==> src/rtl/vga_timing_gen.sv <==
// VGA raster timing generator: pixel/line counters with registered sync, DE and
// line/frame strobes, all decoded from the next-state position so they never skew.
module vga_timing_gen #(
  parameter int HSIZE = 640,
  parameter int HFP   = 16,
  parameter int HSW   = 96,
  parameter int HBP   = 48,
  parameter int VSIZE = 480,
  parameter int VFP   = 10,
  parameter int VSW   = 2,
  parameter int VBP   = 33,
  parameter int HPOL  = 0,
  parameter int VPOL  = 0
) (
  input  logic        CLK,
  input  logic        RESET,
  input  logic        PIX_EN,
  input  logic        RESTART,
  output logic        Hsync,
  output logic        Vsync,
  output logic        DE,
  output logic [10:0] hpos,
  output logic [9:0]  vpos,
  output logic        line_start,
  output logic        frame_start,
  output logic [15:0] frame_cnt
);
  localparam int HTOTAL = HSIZE + HFP + HSW + HBP;
  localparam int VTOTAL = VSIZE + VFP + VSW + VBP;

  // One extra bit so bounds equal to HTOTAL/VTOTAL at the maximum still fit.
  localparam logic [11:0] H_ACT  = 12'(HSIZE);
  localparam logic [11:0] H_SS   = 12'(HSIZE + HFP);
  localparam logic [11:0] H_SE   = 12'(HSIZE + HFP + HSW);
  localparam logic [10:0] H_LAST = 11'(HTOTAL - 1);
  localparam logic [10:0] V_ACT  = 11'(VSIZE);
  localparam logic [10:0] V_SS   = 11'(VSIZE + VFP);
  localparam logic [10:0] V_SE   = 11'(VSIZE + VFP + VSW);
  localparam logic [9:0]  V_LAST = 10'(VTOTAL - 1);
  localparam logic        HS_ACT = 1'(HPOL);
  localparam logic        VS_ACT = 1'(VPOL);

  logic [10:0] h_adv, h_nxt;
  logic [9:0]  v_adv, v_nxt;
  logic        ls_nxt, fs_nxt;
  logic        de_nxt, hs_nxt, vs_nxt;

  always_comb begin
    h_adv = (hpos == H_LAST) ? 11'd0 : hpos + 11'd1;
    v_adv = vpos;
    if (hpos == H_LAST)
      v_adv = (vpos == V_LAST) ? 10'd0 : vpos + 10'd1;
  end

  always_comb begin
    h_nxt  = hpos;
    v_nxt  = vpos;
    ls_nxt = 1'b0;
    fs_nxt = 1'b0;
    if (RESTART) begin
      h_nxt = H_LAST;
      v_nxt = V_LAST;
    end else if (PIX_EN) begin
      h_nxt  = h_adv;
      v_nxt  = v_adv;
      ls_nxt = (h_adv == 11'd0);
      fs_nxt = (h_adv == 11'd0) && (v_adv == 10'd0);
    end
  end

  // Decode the position about to be registered, so syncs and DE land with it.
  always_comb begin
    de_nxt = ({1'b0, h_nxt} < H_ACT) && ({1'b0, v_nxt} < V_ACT);
    hs_nxt = ({1'b0, h_nxt} >= H_SS && {1'b0, h_nxt} < H_SE) ? HS_ACT : ~HS_ACT;
    vs_nxt = ({1'b0, v_nxt} >= V_SS && {1'b0, v_nxt} < V_SE) ? VS_ACT : ~VS_ACT;
  end

  always_ff @(posedge CLK or posedge RESET) begin
    if (RESET) begin
      hpos        <= H_LAST;
      vpos        <= V_LAST;
      DE          <= 1'b0;
      Hsync       <= ~HS_ACT;
      Vsync       <= ~VS_ACT;
      line_start  <= 1'b0;
      frame_start <= 1'b0;
      frame_cnt   <= 16'd0;
    end else begin
      hpos        <= h_nxt;
      vpos        <= v_nxt;
      DE          <= de_nxt;
      Hsync       <= hs_nxt;
      Vsync       <= vs_nxt;
      line_start  <= ls_nxt;
      frame_start <= fs_nxt;
      if (fs_nxt) frame_cnt <= frame_cnt + 16'd1;
    end
  end
endmodule

==> config.mk <==
export PLATFORM = sky130hd
export DESIGN_NAME = vga_timing_gen
export DESIGN_NICKNAME = d
export VERILOG_FILES = /design/src/rtl/vga_timing_gen.sv
export SDC_FILE = /design/constraint.sdc
export NUM_CORES = 1
export LEC_CHECK = 0
export ABC_CLOCK_PERIOD_IN_PS = 2830
export CAP_MARGIN = 20
export CELL_PAD_IN_SITES_DETAIL_PLACEMENT = 1
export CELL_PAD_IN_SITES_GLOBAL_PLACEMENT = 2
export CORE_MARGIN = 10
export CORE_UTILIZATION = 29
export CTS_CLUSTER_DIAMETER = 40
export DETAILED_ROUTE_END_ITERATION = 12
export PLACE_DENSITY = 0.76
export SETUP_SLACK_MARGIN = 0.15
export SYNTH_ARGS = -nofsm -noshare
export SYNTH_HDL_FRONTEND = slang
export SYNTH_SLANG_ARGS = --single-unit
export TNS_END_PERCENT = 100
==> constraint.sdc <==
create_clock -name CLK -period 2.83 [get_ports CLK]
set_clock_uncertainty 0.1 [all_clocks]
set_input_delay 0.849 -clock CLK [delete_from_list [all_inputs] [get_ports CLK]]
set_output_delay 0.849 -clock CLK [all_outputs]
set_load 0.005 [all_outputs]
==> flow_summary.yaml <==
clock_network:
  clk_pin_slew_worst_paths_ns: 0.09
  tritoncts: "built"
  clock_latency_ns: 0.30
  htreeDepth: 2
  clock-root-buffer: "clkbuf_8"
  ctsLongestPathBuffers: 2
  numCtsBuffers: 5
  cts.sinks: 42
yosys:
  synth-xor-area-share_pct: 8.29
  synth_area_leader_cell: "dfrtp_1"
  synth_area_mm2: 0.00264
  synth_top_area_share_pct: 28.4
  async_reset_ff_share_pct: 100
  synth_cell_types: 54
  synthCells: 279
  synth_edf_count: 0
  synthFlopType: "dfrtp_1"
  synth_compound_area_share_pct: 11.9
  synth_seq_cells: 42
  yosysWarnings: 0
  synthAdderAreaFrac_pct: 2.37
  synth-simple-area-share_pct: 30.2
  syn_avg_cell_area_um2: 9.46
  synth_top_family_by_area: "simple AND/OR/NAND/NOR gates"
  synthTopCellsByArea: "dfrtp_1, dfstp_2, xnor2_1"
  synth.area.mux_share_pct: 1.56
  seq_area_frac_synth_pct: 40.4
  syn_nets: 288
grt:
  grt_pass1_vias: 2608
  grtUsageTotal_pct: 12.6
  overflow: 0
  grt_max_degree: 27
  antenna_found_initial: 0
  grt_first_pass_wirelength_um: 13600
hold_path:
  holdPathStages: 1
  hold_class: "flip-flop to flip-flop"
critical_path:
  crit_cells: 8
  r2r-start: "hpos[1]"
  r2r_end: "frame_cnt[1]"
  r2r_cells: 8
  crit_chain: "ha_4, nand4_1, or3_1, a21oi_1, or4b_4, nor3_4, and2_4, mux2_4"
  cp-startpoint: "hpos[1]"
  r2r_slack_ns: 0.07
  endpoint: "frame_cnt[1]"
  crit_fanout: 3
  critical_path_class: "flip-flop to flip-flop"
  timing.critical_path.from_type: "flip-flop"
  worst_path_largest_cell_delay_ns: 0.56
  crit_family: "simple AND/OR/NAND/NOR gates"
  crit_path_end_kind: "flip-flop"
  arrival_ns: 2.86
  required_ns: 2.92
  cp_slowest_cell: "dfstp_2"
  path_buf_inv: 0
job:
  drv_cap: 0
floorplanning:
  num_rows: 34
  io_pins: 46
  die_h_um: 115
  die_w_um: 115
  start_util_pct: 30.0
  die-area_mm2: 0.0133
  core-area_mm2: 0.00881
layout:
  n_antenna_cell: 0
  drive_above_1_share_pct: 31.3
  finalCoreUtilization_pct: 43.5
  syn2layout_area_growth_pct: 45.2
  nets: 379
  design_area_mm2: 0.00383
pwr:
  power.leakage_nw: 1.60
  power_density_mw_per_mm2: 419
  max-vdd-ir-drop_mv: 0.182
  finalPower_mw: 1.60
timing:
  setup_viol: 0
  hold_viol: 0
  fin_crit_sh_pct: 97.6
  rsz0062_at_grt: "yes"
  slew_headroom_pct: 53.2
  setup_ws_ns: 0.0673
  worst_pin_slew_ns: 0.698
  fmax_ghz: 0.362
  finalMaxSlewViolations: 0
  layout_min_cycle_time_ns: 2.76
routing:
  totalWireLength_um: 8350
  final_antenna_net_count: 0
  avgRoutedWirePerCell_um: 17.4
  vias_per_cell: 5.20
  drt_first_iter_violations: 84
  vias: 2492
  first_pass_iters: 4
  drc: 0
placed_design:
  place_area_mm2: 0.00354
  dp_slack_ns: -0.357
  place_hpwl_um: 6240
  port_buffers: 45
  gp_congestion: 0.888
status:
  outcome: "completed"
==> where the power goes <==
part / internal [mW] / switching, mW / total, mW
registers: 0.634 / 0.0322 / 0.666
clock network: 0.177 / 0.232 / 0.408
logic: 0.260 / 0.270 / 0.530
total: 1.07 / 0.533 / 1.60
==> layout make-up <==
type / instances / area (µm²)
fillers: 1005 / 4970
clock inverters: 3 / 23.8
multi-input cells: 210 / 1590
inverters: 8 / 30.0
repair buffers: 103 / 916
well taps: 108 / 135
flip-flops and latches: 42 / 1070
clock buffers: 5 / 68.8
==> flip-flops by register name, indices dropped and copies added (netlist names) <==
| register | count |
|---|---|
| frame_cnt | 16 |
| Hsync | 1 |
| hpos | 11 |
| Vsync | 1 |
| vpos | 10 |
| line_start | 1 |
| frame_start | 1 |
| DE | 1 |
==> cells by family after synthesis <==
kind of cell,after synthesis
flops,42
simple gates,129
mux,4
fa+ha+maj,5
xor+xnor,25
compound gates,47
buf+inv,27
==> stage by stage <==
stage / instances / TNS, ns / hold WS (ns)
4_1_cts: 472 / 0 / 0.384
2_1_floorplan: 279 / -0.0414 / 0.367
3_5_place_dp: 460 / -5.66 / 0.366
3_3_place_gp: 460 / -4.62 / 0.368
5_1_grt: 479 / -0.0443 / 0.421
6_report: 479 / 0 / 0.376
==> cell usage after synthesis (2+ instances only) <==
library cell	number
a221oi_1	2
a211oi_1	2
buf_2	5
nor4b_1	2
buf_6	3
and3_1	16
nand2_1	9
or2_2	3
buf_4	2
dfstp_2	12
nor3_1	8
a211o_1	4
a21oi_1	11
o21bai_1	2
and4b_1	2
or4_1	2
nor2_2	2
clkbuf_1	8
and2_1	3
xor2_1	5
o21ai_0	10
nor3b_1	4
xnor2_1	20
a221o_1	2
o31ai_1	4
nand4_1	21
ha_1	5
a31o_2	2
mux2i_1	3
nor2_1	16
and4_1	7
inv_1	8
dfrtp_1	30
nor4_1	4
or3_1	3
nand3_1	19
==> cell usage in the layout, fill, tap and decap left out, drive strengths merged, types with 4 or more instances in the layout <==
| cell | Yosys | final |
|---|---|---|
| clkdlybuf4s50 | 0 | 44 |
| a211o | 4 | 4 |
| xor2 | 5 | 5 |
| dfrtp | 30 | 30 |
| ha | 5 | 5 |
| nor2 | 18 | 18 |
| nor4 | 4 | 4 |
| and4 | 7 | 7 |
| a21oi | 11 | 11 |
| and3 | 16 | 16 |
| nor3b | 4 | 4 |
| o21ai | 10 | 10 |
| nand3 | 19 | 19 |
| dfstp | 12 | 12 |
| nand2 | 9 | 9 |
| buf | 10 | 57 |
| clkbuf | 9 | 6 |
| nor3 | 9 | 9 |
| o31ai | 4 | 4 |
| inv | 8 | 8 |
| nand4 | 21 | 21 |
| xnor2 | 20 | 20 |
==> metal layers <==
| layer | track usage, % | wire length, µm |
|---|---|---|
| met1 | 16.0 | 3870 |
| met2 | 21.2 | 4010 |
| met3 | 3.26 | 411 |
| met4 | 2.45 | 60 |
| met5 | 0 | 0 |
==> worst min path at each step <==
stage	start	end	slack, ns
floorplan	frame_cnt[15]	frame_cnt[15]	0.37
global placement	frame_cnt[15]	frame_cnt[15]	0.37
detailed placement	frame_cnt[15]	frame_cnt[15]	0.37
CTS	frame_cnt[15]	frame_cnt[15]	0.38
global route	frame_cnt[13]	frame_cnt[13]	0.42
finish	frame_cnt[15]	frame_cnt[15]	0.38
==> what timing repair did <==
action,4_1_cts,5_1_grt
hold buffers,0,0
endpoints found under the setup margin,18,18
gates cloned,1,1
setup buffers,3,6
hold endpoints to repair,0,0
resized for setup,8,22
pin swaps,7,10
Power figures use the tool's default switching activity.
